[config.mk]
export PLATFORM = sky130hd
export DESIGN_NAME = text_writer_flat
export DESIGN_NICKNAME = d
export VERILOG_FILES = /design/src/rtl/text_writer_if.sv /design/src/rtl/text_writer.sv /design/src/flat_wrapper.sv
export SDC_FILE = /design/constraint.sdc
export NUM_CORES = 1
export LEC_CHECK = 0
export BUFFER_PORTS_ARGS = -buffer_cell sky130_fd_sc_hd__buf_4
export CORE_AREA = 2 2 108 110
export DETAILED_ROUTE_END_ITERATION = 8
export DIE_AREA = 0 0 110 112
export GPL_ROUTABILITY_DRIVEN = 0
export PLACE_DENSITY = 0.55
export REMOVE_ABC_BUFFERS = 1
export SETUP_SLACK_MARGIN = 0.3
export SYNTH_ARGS = -nofsm -noshare
export SYNTH_HDL_FRONTEND = slang
export SYNTH_SLANG_ARGS = --single-unit
[constraint.sdc]
create_clock -name clk -period 3.1 [get_ports clk]
set_clock_uncertainty 0.15 [all_clocks]
set_input_delay 0.31 -clock clk [delete_from_list [all_inputs] [get_ports clk]]
set_output_delay 0.31 -clock clk [all_outputs]
set_load 0.01 [all_outputs]
[src/rtl/text_writer_if.sv]
// text_writer_if: byte-stream input and tile-RAM write bus of the text writer.
//   in_valid/in_char/in_ready : valid/ready byte stream (producer -> writer)
//   wr_en/wr_addr/wr_data     : single-cycle tile RAM write strobe, address, code
//   cursor_x/cursor_y         : current text cursor
//   busy                      : screen clear in progress
// Modports: master = byte producer / RAM side, slave = the writer itself.
interface text_writer_if;
    logic        in_valid;
    logic [7:0]  in_char;
    logic        in_ready;
    logic        wr_en;
    logic [11:0] wr_addr;
    logic [6:0]  wr_data;
    logic [6:0]  cursor_x;
    logic [4:0]  cursor_y;
    logic        busy;

    modport master (
        output in_valid, in_char,
        input  in_ready, wr_en, wr_addr, wr_data, cursor_x, cursor_y, busy
    );

    modport slave (
        input  in_valid, in_char,
        output in_ready, wr_en, wr_addr, wr_data, cursor_x, cursor_y, busy
    );
endinterface

[src/rtl/text_writer.sv]
// text_writer: consumes ASCII bytes and control codes, maintains a text cursor
// and issues single-cycle writes of 7-bit character codes into the tile RAM.
//   clk   : system clock, all state changes on the rising edge
//   reset : synchronous, active-high; starts a full-screen clear
//   bus   : text_writer_if.slave (byte stream in, tile RAM writes and cursor out)
// Handles printable advance with wrap, CR, LF, BS and FF (full-screen clear).
module text_writer #(
    parameter int COLS = 80,
    parameter int ROWS = 30
) (
    input  logic          clk,
    input  logic          reset,
    text_writer_if.slave  bus
);

    localparam int          N      = COLS * ROWS;
    localparam logic [11:0] LAST   = 12'(N - 1);
    localparam logic [6:0]  X_MAX  = 7'(COLS - 1);
    localparam logic [4:0]  Y_MAX  = 5'(ROWS - 1);
    localparam logic [11:0] COLS12 = 12'(COLS);

    typedef enum logic {S_IDLE = 1'b0, S_CLEAR = 1'b1} state_e;

    state_e      state_q, state_d;
    logic [11:0] clr_cnt_q, clr_cnt_d;
    logic [6:0]  cur_x_q, cur_x_d;
    logic [4:0]  cur_y_q, cur_y_d;
    logic        wr_en_q, wr_en_d;
    logic [11:0] wr_addr_q, wr_addr_d;
    logic [6:0]  wr_data_q, wr_data_d;

    logic        idle;
    logic        accept;
    logic [11:0] cur_addr;
    logic [4:0]  y_next;
    logic [7:0]  c;

    assign idle   = (state_q == S_IDLE);
    assign accept = idle && bus.in_valid;
    assign c      = bus.in_char;

    // Constant multiply folds to shift-add (row*64 + row*16 for 80 columns).
    assign cur_addr = 12'(cur_y_q) * COLS12 + 12'(cur_x_q);
    // Row advance never scrolls: the last row wraps back to the top.
    assign y_next   = (cur_y_q == Y_MAX) ? 5'd0 : cur_y_q + 5'd1;

    always_comb begin
        state_d   = state_q;
        clr_cnt_d = clr_cnt_q;
        cur_x_d   = cur_x_q;
        cur_y_d   = cur_y_q;
        wr_en_d   = 1'b0;
        wr_addr_d = wr_addr_q;
        wr_data_d = wr_data_q;

        case (state_q)
            S_CLEAR: begin
                wr_en_d   = 1'b1;
                wr_addr_d = clr_cnt_q;
                wr_data_d = 7'h00;
                if (clr_cnt_q == LAST) begin
                    state_d   = S_IDLE;
                    clr_cnt_d = 12'd0;
                end else begin
                    clr_cnt_d = clr_cnt_q + 12'd1;
                end
            end
            default: begin
                if (accept) begin
                    if (c >= 8'h20 && c <= 8'h7E) begin
                        wr_en_d   = 1'b1;
                        wr_addr_d = cur_addr;
                        wr_data_d = c[6:0];
                        if (cur_x_q == X_MAX) begin
                            cur_x_d = 7'd0;
                            cur_y_d = y_next;
                        end else begin
                            cur_x_d = cur_x_q + 7'd1;
                        end
                    end else if (c == 8'h0D) begin
                        cur_x_d = 7'd0;
                    end else if (c == 8'h0A) begin
                        cur_x_d = 7'd0;
                        cur_y_d = y_next;
                    end else if (c == 8'h08) begin
                        // Blank the cell we step back onto; same row, so addr-1.
                        if (cur_x_q != 7'd0) begin
                            cur_x_d   = cur_x_q - 7'd1;
                            wr_en_d   = 1'b1;
                            wr_addr_d = cur_addr - 12'd1;
                            wr_data_d = 7'h00;
                        end
                    end else if (c == 8'h0C) begin
                        cur_x_d   = 7'd0;
                        cur_y_d   = 5'd0;
                        clr_cnt_d = 12'd0;
                        state_d   = S_CLEAR;
                    end
                    // anything else is consumed without effect
                end
            end
        endcase
    end

    always_ff @(posedge clk) begin
        if (reset) begin
            state_q   <= S_CLEAR;
            clr_cnt_q <= 12'd0;
            cur_x_q   <= 7'd0;
            cur_y_q   <= 5'd0;
            wr_en_q   <= 1'b0;
            wr_addr_q <= 12'd0;
            wr_data_q <= 7'h00;
        end else begin
            state_q   <= state_d;
            clr_cnt_q <= clr_cnt_d;
            cur_x_q   <= cur_x_d;
            cur_y_q   <= cur_y_d;
            wr_en_q   <= wr_en_d;
            wr_addr_q <= wr_addr_d;
            wr_data_q <= wr_data_d;
        end
    end

    assign bus.in_ready = idle;
    assign bus.busy     = ~idle;
    assign bus.wr_en    = wr_en_q;
    assign bus.wr_addr  = wr_addr_q;
    assign bus.wr_data  = wr_data_q;
    assign bus.cursor_x = cur_x_q;
    assign bus.cursor_y = cur_y_q;

endmodule
[src/flat_wrapper.sv]
// flat-port wrapper written by rule: the top's interface ports become plain ports
module text_writer_flat 
#(
    parameter int COLS = 80,
    parameter int ROWS = 30
)
  (clk, reset, bus_in_valid, bus_in_char, bus_in_ready, bus_wr_en, bus_wr_addr, bus_wr_data, bus_cursor_x, bus_cursor_y, bus_busy);
  text_writer_if bus_i ();
  input  logic clk;
  input  logic reset;
  input wire logic [$bits(bus_i.in_valid)-1:0] bus_in_valid;
  input wire logic [$bits(bus_i.in_char)-1:0] bus_in_char;
  output wire logic [$bits(bus_i.in_ready)-1:0] bus_in_ready;
  output wire logic [$bits(bus_i.wr_en)-1:0] bus_wr_en;
  output wire logic [$bits(bus_i.wr_addr)-1:0] bus_wr_addr;
  output wire logic [$bits(bus_i.wr_data)-1:0] bus_wr_data;
  output wire logic [$bits(bus_i.cursor_x)-1:0] bus_cursor_x;
  output wire logic [$bits(bus_i.cursor_y)-1:0] bus_cursor_y;
  output wire logic [$bits(bus_i.busy)-1:0] bus_busy;
  assign bus_i.in_valid = bus_in_valid;
  assign bus_i.in_char = bus_in_char;
  assign bus_in_ready = bus_i.in_ready;
  assign bus_wr_en = bus_i.wr_en;
  assign bus_wr_addr = bus_i.wr_addr;
  assign bus_wr_data = bus_i.wr_data;
  assign bus_cursor_x = bus_i.cursor_x;
  assign bus_cursor_y = bus_i.cursor_y;
  assign bus_busy = bus_i.busy;
  text_writer #(.COLS(COLS), .ROWS(ROWS)) u_core (.clk(clk), .reset(reset), .bus(bus_i));
endmodule
==> out/results.txt, run 1 <==
EDFF count, synth -> 0
Crit-path leading delay family -> compound AO/OA/AOI/OAI gates
Sequential area share after synthesis -> 29.3%
CTS root buf -> clkbuf_16
Syn_area_per_cell -> 7.81 sq um
Power Density -> 356 nW/um^2
Die Ht -> 112 microns
Met1 Use GR -> 19.7%
Worst Setup Slack post-DPL -> 176 ps
Post-DP HPWL -> 6520 microns
# setup viols final -> 0
Met2 GRT Util -> 24.0%
Clk sink count -> 45
Sum Neg Setup Slack -> 0 ps
Min-delay worst type -> in2reg
CTS tree -> done
Slew HR -> 29.5%
Final antenna-violating net count -> 0
YS warnings -> 0
Synth Instances -> 394
Avg WL per Cell -> 15.3 microns
CTS buffer count -> 5
Layout area overhead -> 22.7%
#FFs+latches synth -> 45
Highest clock rate -> 381 MHz
Clk buf depth -> 2
Global-route wire length before repair -> 14,800 microns
Crit path required time -> 3170 ps
Final Util -> 33.8%
Core area -> 11,200 sq um
Vias in the first global route -> 3,033
Die area -> 12,300 sq um
Pin count of the biggest net entering global routing -> 40
Via density -> 5.37
Gr usage total -> 14.8%
Die width -> 110 microns
Nets -> 464
Post-synth top flop -> dfxtp_1
Status -> complete, no violations
Initial antenna violation count -> 0
Final wirelength -> 8870 microns
Clk_lat worst skew -> 290 ps
CP Cell Sequence -> ha_1, and3_2, nand3_1, a21oi_1, o2111a_1, and3_1, o2bb2ai_1
Reg-to-reg endpoint -> u_core.bus.cursor_y[2]
Cell leakage power -> 1.50 nW
Critical path buffers and inverters -> 0
Initial Util -> 27.5%
Area share of the largest cell type after synthesis -> 29.3%
Num ports -> 45
GR met3 Demand/Resource -> 3.10%
Crit path arrival time -> 2690 ps
Row Count -> 39
Slowest Stage Delay on Critical Path -> 520 ps
Hold path endpoint -> u_core.bus.wr_data[6]
Hold Path Cell Cnt -> 3
CP Capture Type -> register
Max FO, Critical Path -> 9
FFs w/ async S/R, synth -> 0%
Final Cycle Share -> 84.6%
RSZ-0062 raised after global routing -> true
Mapped Area -> 3080 sq um
Hold buffer count at CTS -> 0
Antenna cells -> 0
Slew of the pin with the lowest slew margin -> 1050 ps
Tmin final -> 2620 ps
Slowest CP cell -> dfxtp_1
Final hold slack -> 164 ps
Share of layout cells above drive strength 1 -> 20.4%
Port bufs -> 44
Count of cell types in the netlist -> 64
First-pass DRT Iterations -> 5
1st-iter DRT viols -> 170
R2R Path Start -> u_core.bus.cursor_x[0]
Min-delay src -> bus_in_char[6]
Most Used Layer, Global Route -> met2
Cell taking the most area after synthesis -> dfxtp_1
R2R setup slack -> 480 ps
Critical path startpoint category -> register
Max VDD drop -> 0.198 mV
Worst-case reg-to-reg path depth -> 7
Fin worst setup slack -> 479 ps
Fin. Hold Viols -> 0
Max Cap Viol -> 0
Ranking of synthesized cells by area -> dfxtp_1 (29%), ha_1 (6.5%), a21oi_1 (6.3%), nor2_1 (5.1%), nand2_1 (4.8%)
Reg clk slew, reported paths -> 70 ps
DRC viols -> 0
Via count -> 3,108
Max-slew violation count -> 0
Grt total ovfl -> 0
Critical path class -> reg2reg
Overall Power -> 1.34 mW
CTS H-tree lvls -> 2
## repair_timing
item | 4_1_cts | 5_1_grt
buffers inserted | 2 | 1
gates resized for setup | 2 | 9
setup endpoints to repair | 2 | 8
pin swaps | 1 | 1
hold endpoints to repair | 0 | 0
## Yosys cell counts (all sizes together) (11+ instances only)
library cell,instances
dfxtp,45
nor2,42
a21oi,39
nand2,39
o21ai,23
nand3,19
ha,16
and3,12
inv,12
buf,11
clkbuf,11
nor3,11
## worst min-delay path, delay by kind of cell
family / cells / cell delay (ps)
compound gates: 1 / 60
buf+inv: 1 / 130
simple gates: 1 / 50
## cells by family (layout without fill, tap and decap cells)
group           after synthesis  count (layout)  synth area share [%]
flops                        45              45                  29.3
mux                           2               2                 0.651
compound gates              118             118                  25.6
fa+ha+maj                    18              18                  7.81
xor+xnor                     15              15                  4.72
simple gates                162             162                  26.8
buf+inv                      34              76                  5.13
## routing by layer
metal	up-vias	part of all wire, %
li1	1528	-
met1	1491	46
met2	77	48
met3	12	4.5
met4	0	1.5
met5	-	0
## final cells by class
type | count | area [sq um]
tap | 143 | 179
multi-input combinational | 315 | 2050
fill | 1202 | 7400
clock inverter | 2 | 37.5
sequential | 45 | 907
inverter | 12 | 45.0
clock buffer | 6 | 139
timing repair buffer | 56 | 420
## worst max-delay path by stage
stage                            from  slack (ps)  cells past startpoint                endpoint
4_1_cts        u_core.bus.cursor_y[0]         340                      9   u_core.bus.wr_addr[9]
6_report       u_core.bus.cursor_x[0]         480                      7  u_core.bus.cursor_y[2]
3_3_place_gp   u_core.bus.cursor_y[3]         310                      9  u_core.bus.wr_addr[11]
2_1_floorplan  u_core.bus.cursor_y[3]         420                      9  u_core.bus.wr_addr[11]
5_1_grt        u_core.bus.cursor_y[0]         280                      9   u_core.bus.wr_addr[9]
3_5_place_dp   u_core.bus.cursor_y[3]         180                      9  u_core.bus.wr_addr[11]
## power by group
part / internal, mW / switching [mW] / total [mW]
Sequential: 0.584 / 0.00577 / 0.590
Clock: 0.403 / 0.241 / 0.644
Combinational: 0.0417 / 0.0679 / 0.110
Total: 1.03 / 0.315 / 1.34
## placed cells by master, fill, tap and decap left out, types with 3 or more instances in the layout
cell type   n
nor2b_1     4
clkbuf_16   5
o21ai_0    21
nand4_1     4
nor4_1      3
dfxtp_1    40
inv_1      12
a211oi_2    3
nand2_1    39
a21o_1      4
nor3_1     10
and2_1      4
or3_1       4
a211oi_1    3
a211o_1     3
and3_1      9
and3_2      3
xnor2_1    10
nor3b_1     5
a22oi_1     5
dfxtp_2     5
nand3_1    18
or4_1       5
buf_4      56
a21oi_1    39
a31oi_1     9
nor2_1     42
o22ai_1     5
ha_1       16
## flip-flops by register name (all words and copies together), names as in the netlist
name,flops
u_core.bus.cursor_x,7
u_core.bus.cursor_y,5
u_core.bus.wr_data,7
u_core.bus.wr_addr,12
u_core.bus.wr_en,1
u_core.bus.busy,1
u_core.clr_cnt_q,12
## through the flow
stage	instance area, sq um	cells
floorplan	2960	372
global placement	3540	568
detailed placement	3540	568
CTS	3740	578
global route	3770	579
finish	3770	579
No activity file was read; power rests on OpenSTA's default activity.
==> run 2, diff against run 1 <==
==> constraint.sdc (replaced) <==
create_clock -name clk -period 2.5 [get_ports clk]
set_clock_uncertainty 0.15 [all_clocks]
set_input_delay 0.25 -clock clk [delete_from_list [all_inputs] [get_ports clk]]
set_output_delay 0.25 -clock clk [all_outputs]
set_load 0.01 [all_outputs]
==> run 2 against run 1 <==
Effect of this change: worst setup slack got worse by 410 ps; sequential power is 24% higher; global-route usage increased by 0.19 points; design area grew 18%; sequential share of layout area shrank 3.5 points; via count grew 4.0%; die area unchanged; first-iteration DRC count shrank 6.5%; worst hold slack worse by 60 ps; register-to-register slack worse by 410 ps; combinational power rose by 54%; largest cell class unchanged; highest routed layer unchanged.
==> out/results.txt, run 2 (synthesis results as in run 1) <==
Status -> complete, no violations (unchanged)
Internal -> 1.26 mW (was 1.03 mW)
Fin cells -> 626 (was 579)
Slew of the pin with the lowest slew margin -> 517 ps (was 1050 ps)
Flop pwr share -> 44.6% (was 43.9%)
Fill cells -> 1,106 (was 1,202)
Via count -> 3,233 (was 3,108)
CTS H-tree lvls -> 2 (unchanged)
Final Instance Area -> 4450 sq um (was 3770 sq um)
Vias in the first global route -> 3,096 (was 3,033)
1st-iter DRT viols -> 159 (was 170)
Max-slew violation count -> 0 (unchanged)
Row Count -> 39 (unchanged)
Reg clk slew, reported paths -> 60 ps (was 70 ps)
Layout area overhead -> 44.6% (was 22.7%)
Share of layout cells above drive strength 1 -> 36.6% (was 20.4%)
Clock power frac -> 45.1% (was 48.0%)
Critical path class -> reg2reg (unchanged)
Switching fraction of total power -> 23.0% (was 23.5%)
Nets -> 512 (was 464)
Hold buffer count at CTS -> 0 (unchanged)
Max FO, Critical Path -> 3 (was 9)
Min-delay worst type -> in2reg (unchanged)
Num ports -> 45 (unchanged)
Max VDD drop -> 0.280 mV (was 0.198 mV)
Port bufs -> 44 (unchanged)
Via density -> 5.16 (was 5.37)
Grt total ovfl -> 0 (unchanged)
Commonest non-fill, non-tap cell in the layout -> buf_4 (unchanged)
Cell leakage power -> 1.78 nW (was 1.50 nW)
Die Ht -> 112 microns (unchanged)
CP Capture Type -> register (unchanged)
Die area -> 12,300 sq um (unchanged)
Highest clock rate -> 411 MHz (was 381 MHz)
Die width -> 110 microns (unchanged)
CTS buffer count -> 5 (unchanged)
Slew HR -> 65.4% (was 29.5%)
Fin. Hold Viols -> 0 (unchanged)
CTS tree -> done (unchanged)
CTS root buf -> clkbuf_16 (unchanged)
Initial Util -> 27.5% (unchanged)
Tmin final -> 2430 ps (was 2620 ps)
First-pass DRT Iterations -> 4 (was 5)
Pin count of the biggest net entering global routing -> 23 (was 40)
Reg area -> 915 sq um (was 907 sq um)
Clk_lat worst skew -> 280 ps (was 290 ps)
Gr usage total -> 15.0% (was 14.8%)
Initial antenna violation count -> 0 (unchanged)
# setup viols final -> 0 (unchanged)
Multi-input combinational cell area -> 2300 sq um (was 2050 sq um)
Final wirelength -> 9280 microns (was 8870 microns)
Crit path arrival time -> 2450 ps (was 2690 ps)
Clk buf depth -> 2 (unchanged)
RSZ-0062 raised after global routing -> true (unchanged)
Clk sink count -> 45 (unchanged)
Global-route wire length before repair -> 15,100 microns (was 14,800 microns)
Core area -> 11,200 sq um (unchanged)
Post-DP HPWL -> 6770 microns (was 6520 microns)
Switching power -> 0.376 mW (was 0.315 mW)
Combinational Power Share -> 10.3% (was 8.2%)
Most frequent cells in the layout -> buf_4 (93), nor2_1 (40), dfxtp_1 (38) (was buf_4 (56), nor2_1 (42), dfxtp_1 (40))
Final antenna-violating net count -> 0 (unchanged)
Placed cell areas -> 3760 sq um (was 3540 sq um)
Inst Count DP -> 596 (was 568)
Power Density -> 368 nW/um^2 (was 356 nW/um^2)
DRC viols -> 0 (unchanged)
Final Cycle Share -> 97.3% (was 84.6%)
Max Cap Viol -> 0 (unchanged)
Crit path required time -> 2520 ps (was 3170 ps)
Overall Power -> 1.64 mW (was 1.34 mW)
Final Util -> 39.8% (was 33.8%)
Final hold slack -> 104 ps (was 164 ps)
Antenna cells -> 0 (unchanged)
Avg WL per Cell -> 14.8 microns (was 15.3 microns)
Critical path startpoint category -> register (unchanged)
-- run 2: per-stage QoR --
step           setup slack, ps  TNS [ps]
2_1_floorplan             -179      -466
3_3_place_gp             -50.8     -98.1
3_5_place_dp             -83.0      -186
4_1_cts                   12.0         0
5_1_grt                  -39.9     -52.4
6_report                  66.9         0
-- run 2: worst paths after layout --
kind | start | endpoint | slack [ps] | depth (start not counted)
min | bus_in_char[4] | u_core.bus.wr_data[4] | 100 | 3
min reg2reg | u_core.bus.wr_data[1] | u_core.bus.wr_data[1] | 310 | 2
max | u_core.bus.cursor_y[0] | u_core.bus.wr_addr[9] | 70 | 9
max reg2reg | u_core.bus.cursor_y[0] | u_core.bus.wr_addr[9] | 70 | 9
-- run 2: area by class of cell --
cell class                 count  area share [%]
clock buffer                   5            2.81
timing repair buffer         104            19.0
clock inverter                 2           0.788
sequential                    45            20.6
inverter                      12            1.13
tap                          143            4.02
multi-input combinational    315            51.7
-- run 2: power groups by stage --
stage,Sequential [mW],Clock [mW],Combinational [mW]
floorplan,0.748,0,0.0685
global placement,0.747,0,0.137
detailed placement,0.748,0,0.139
CTS,0.729,0.755,0.146
global route,0.731,0.792,0.184
finish,0.729,0.738,0.169
-- run 2: routing by layer --
metal / share of wire [%] / GRT usage [%]
met1: 46 / 20.7
met2: 49 / 23.9
met3: 3.5 / 2.11
met4: 1.7 / 4.56
met5: 0 / 0
-- run 2: timing repair --
action,CTS,global route
pin swaps,28,35
setup endpoints to repair,25,24
resized for setup,40,44
buffers inserted,12,11
endpoints found under the hold margin,0,0
-- run 2: worst max-delay path, cell delays in order (launching register included) --
cell     delay [ps]
dfxtp_4         380
ha_4            140
inv_2            30
fa_2            360
xor2_2          160
nand2_1          90
or4_4           560
mux2i_1         200
xnor2_1         150
o22ai_1          90
==> run 3, diff against run 2 <==
--- a/config.mk
+++ b/config.mk
@@ -5,12 +5,13 @@
 export SDC_FILE = /design/constraint.sdc
 export NUM_CORES = 1
 export LEC_CHECK = 0
+export ABC_CLOCK_PERIOD_IN_PS = 2500
 export BUFFER_PORTS_ARGS = -buffer_cell sky130_fd_sc_hd__buf_4
 export CORE_AREA = 2 2 108 110
 export DETAILED_ROUTE_END_ITERATION = 8
 export DIE_AREA = 0 0 110 112
 export GPL_ROUTABILITY_DRIVEN = 0
-export PLACE_DENSITY = 0.55
+export PLACE_DENSITY = 0.52
 export REMOVE_ABC_BUFFERS = 1
 export SETUP_SLACK_MARGIN = 0.3
 export SYNTH_ARGS = -nofsm -noshare
==> run 3 against run 2 <==
Effect of this change: total power decreased by 4.5%; sequential power is essentially flat; die area unchanged; critical path depth up 1; clock-buffer cell count is the same; combinational power fell by 12%; critical endpoint is now u_core.bus.wr_addr[11].
==> out/results.txt, run 3 (synthesis results as in run 1) <==
CP Capture Type -> register (unchanged)
CTS H-tree lvls -> 2 (unchanged)
Power Density -> 367 nW/um^2 (was 368 nW/um^2)
Core area -> 11,200 sq um (unchanged)
Global-route wire length before repair -> 15,700 microns (was 15,100 microns)
Layout area overhead -> 38.6% (was 44.6%)
Initial antenna violation count -> 0 (unchanged)
Via density -> 5.18 (was 5.16)
Max Cap Viol -> 0 (unchanged)
Port bufs -> 44 (unchanged)
Gr usage total -> 15.8% (was 15.0%)
Nets -> 505 (was 512)
Die Ht -> 112 microns (unchanged)
Vias in the first global route -> 3,172 (was 3,096)
Initial Util -> 27.5% (unchanged)
Final wirelength -> 9230 microns (was 9280 microns)
Fin cells -> 620 (was 626)
Via count -> 3,214 (was 3,233)
Clk buf depth -> 2 (unchanged)
Tmin final -> 2440 ps (was 2430 ps)
Final antenna-violating net count -> 0 (unchanged)
Overall Power -> 1.56 mW (was 1.64 mW)
Status -> complete, no violations (unchanged)
Placed cell areas -> 3760 sq um (unchanged)
Commonest non-fill, non-tap cell in the layout -> buf_4 (unchanged)
Die area -> 12,300 sq um (unchanged)
CTS tree -> done (unchanged)
Hold buffer count at CTS -> 0 (unchanged)
CTS buffer count -> 5 (unchanged)
Max FO, Critical Path -> 3 (unchanged)
Reg clk slew, reported paths -> 70 ps (was 60 ps)
Critical path startpoint category -> register (unchanged)
Most frequent cells in the layout -> buf_4 (92), nor2_1 (41), nand2_1 (38), dfxtp_1 (38), a21oi_1 (37) (was buf_4 (93), nor2_1 (40), dfxtp_1 (38))
Fin. Hold Viols -> 0 (unchanged)
Antenna cells -> 0 (unchanged)
Row Count -> 39 (unchanged)
Slew HR -> 64.5% (was 65.4%)
Final Instance Area -> 4260 sq um (was 4450 sq um)
Max VDD drop -> 0.236 mV (was 0.280 mV)
CTS root buf -> clkbuf_16 (unchanged)
Critical path class -> reg2reg (unchanged)
Sum Neg Setup Slack -> 0 ps (unchanged)
Slew of the pin with the lowest slew margin -> 530 ps (was 517 ps)
Highest clock rate -> 409 MHz (was 411 MHz)
Crit path required time -> 2530 ps (was 2520 ps)
Share of layout cells above drive strength 1 -> 33.3% (was 36.6%)
Clk sink count -> 45 (unchanged)
First-pass DRT Iterations -> 4 (unchanged)
DRC viols -> 0 (unchanged)
Clk_lat worst skew -> 290 ps (was 280 ps)
Fill cells -> 1,177 (was 1,106)
Grt total ovfl -> 0 (unchanged)
1st-iter DRT viols -> 180 (was 159)
Die width -> 110 microns (unchanged)
# setup viols final -> 0 (unchanged)
Avg WL per Cell -> 14.9 microns (was 14.8 microns)
Final Cycle Share -> 97.8% (was 97.3%)
Num ports -> 45 (unchanged)
Min-delay worst type -> in2reg (unchanged)
Max-slew violation count -> 0 (unchanged)
Cell leakage power -> 1.70 nW (was 1.78 nW)
Inst Count DP -> 596 (unchanged)
Pin count of the biggest net entering global routing -> 22 (was 23)
Crit path arrival time -> 2480 ps (was 2450 ps)
Post-DP HPWL -> 6870 microns (was 6770 microns)
RSZ-0062 raised after global routing -> true (unchanged)
Final Util -> 38.1% (was 39.8%)
==> run 3: changes by cell type in the layout (fill, tap and decap cells not counted), sizes merged <==
cell	before	now
clkinvlp	0	1
inv	12	13
bufinv	1	0
buf	104	97
==> run 3: critical path, stage by stage (launching register included) <==
cell and delay [ps]:
dfxtp_2 340, ha_4 250, ha_4 160, fa_2 370, xor2_2 170, buf_4 150, o211a_1 130, o211a_1 230
o211ai_1 190, xnor2_1 140, o22ai_1 70
==> run 3: area by class of cell <==
cell class	instances	area, sq um	share of cell area (%)
multi-input cells	315	2220	52.0
flip-flops and latches	45	915	21.5
repair buffers	97	756	17.7
well taps	143	179	4.20
clock buffers	5	125	2.94
inverters	12	47.5	1.12
clock inverters	3	25.0	0.587
==> run 3: repair_timing <==
item                                    CTS  global route
setup buffers                            11             5
gates resized for setup                  35            20
endpoints found under the setup margin   20            24
pin swaps                                24            21
==> run 3: power breakdown <==
part           leakage, nW  switching (mW)  internal [mW]  total [mW]
logic                 1.26          0.0862         0.0629       0.149
clock network       0.0704           0.308          0.376       0.684
registers            0.368         0.00780          0.721       0.729
==> run 3: metal layers <==
layer	wire length (microns)	vias to the layer above	GRT usage [%]
met5	0	-	0
li1	-	1611	-
met3	275	10	2.52
met2	4590	46	25.5
met4	95	0	4.47
met1	4270	1547	21.4
==> run 3: worst paths after layout <==
check	slack, ps	from	endpoint	cells past startpoint
setup / recovery	60	u_core.bus.cursor_y[3]	u_core.bus.wr_addr[11]	10
hold reg to reg	310	u_core.bus.wr_data[1]	u_core.bus.wr_data[1]	2
setup reg to reg	60	u_core.bus.cursor_y[3]	u_core.bus.wr_addr[11]	10
hold / removal	100	bus_in_char[4]	u_core.bus.wr_data[4]	3
==> run 3: stage by stage <==
| stage | hold WS, ps | setup WS, ps |
|---|---|---|
| 2_1_floorplan | 165 | -179 |
| 3_3_place_gp | 296 | -75.6 |
| 3_5_place_dp | 304 | -108 |
| 4_1_cts | 101 | 28.9 |
| 5_1_grt | 110 | -38.6 |
| 6_report | 104 | 55.0 |
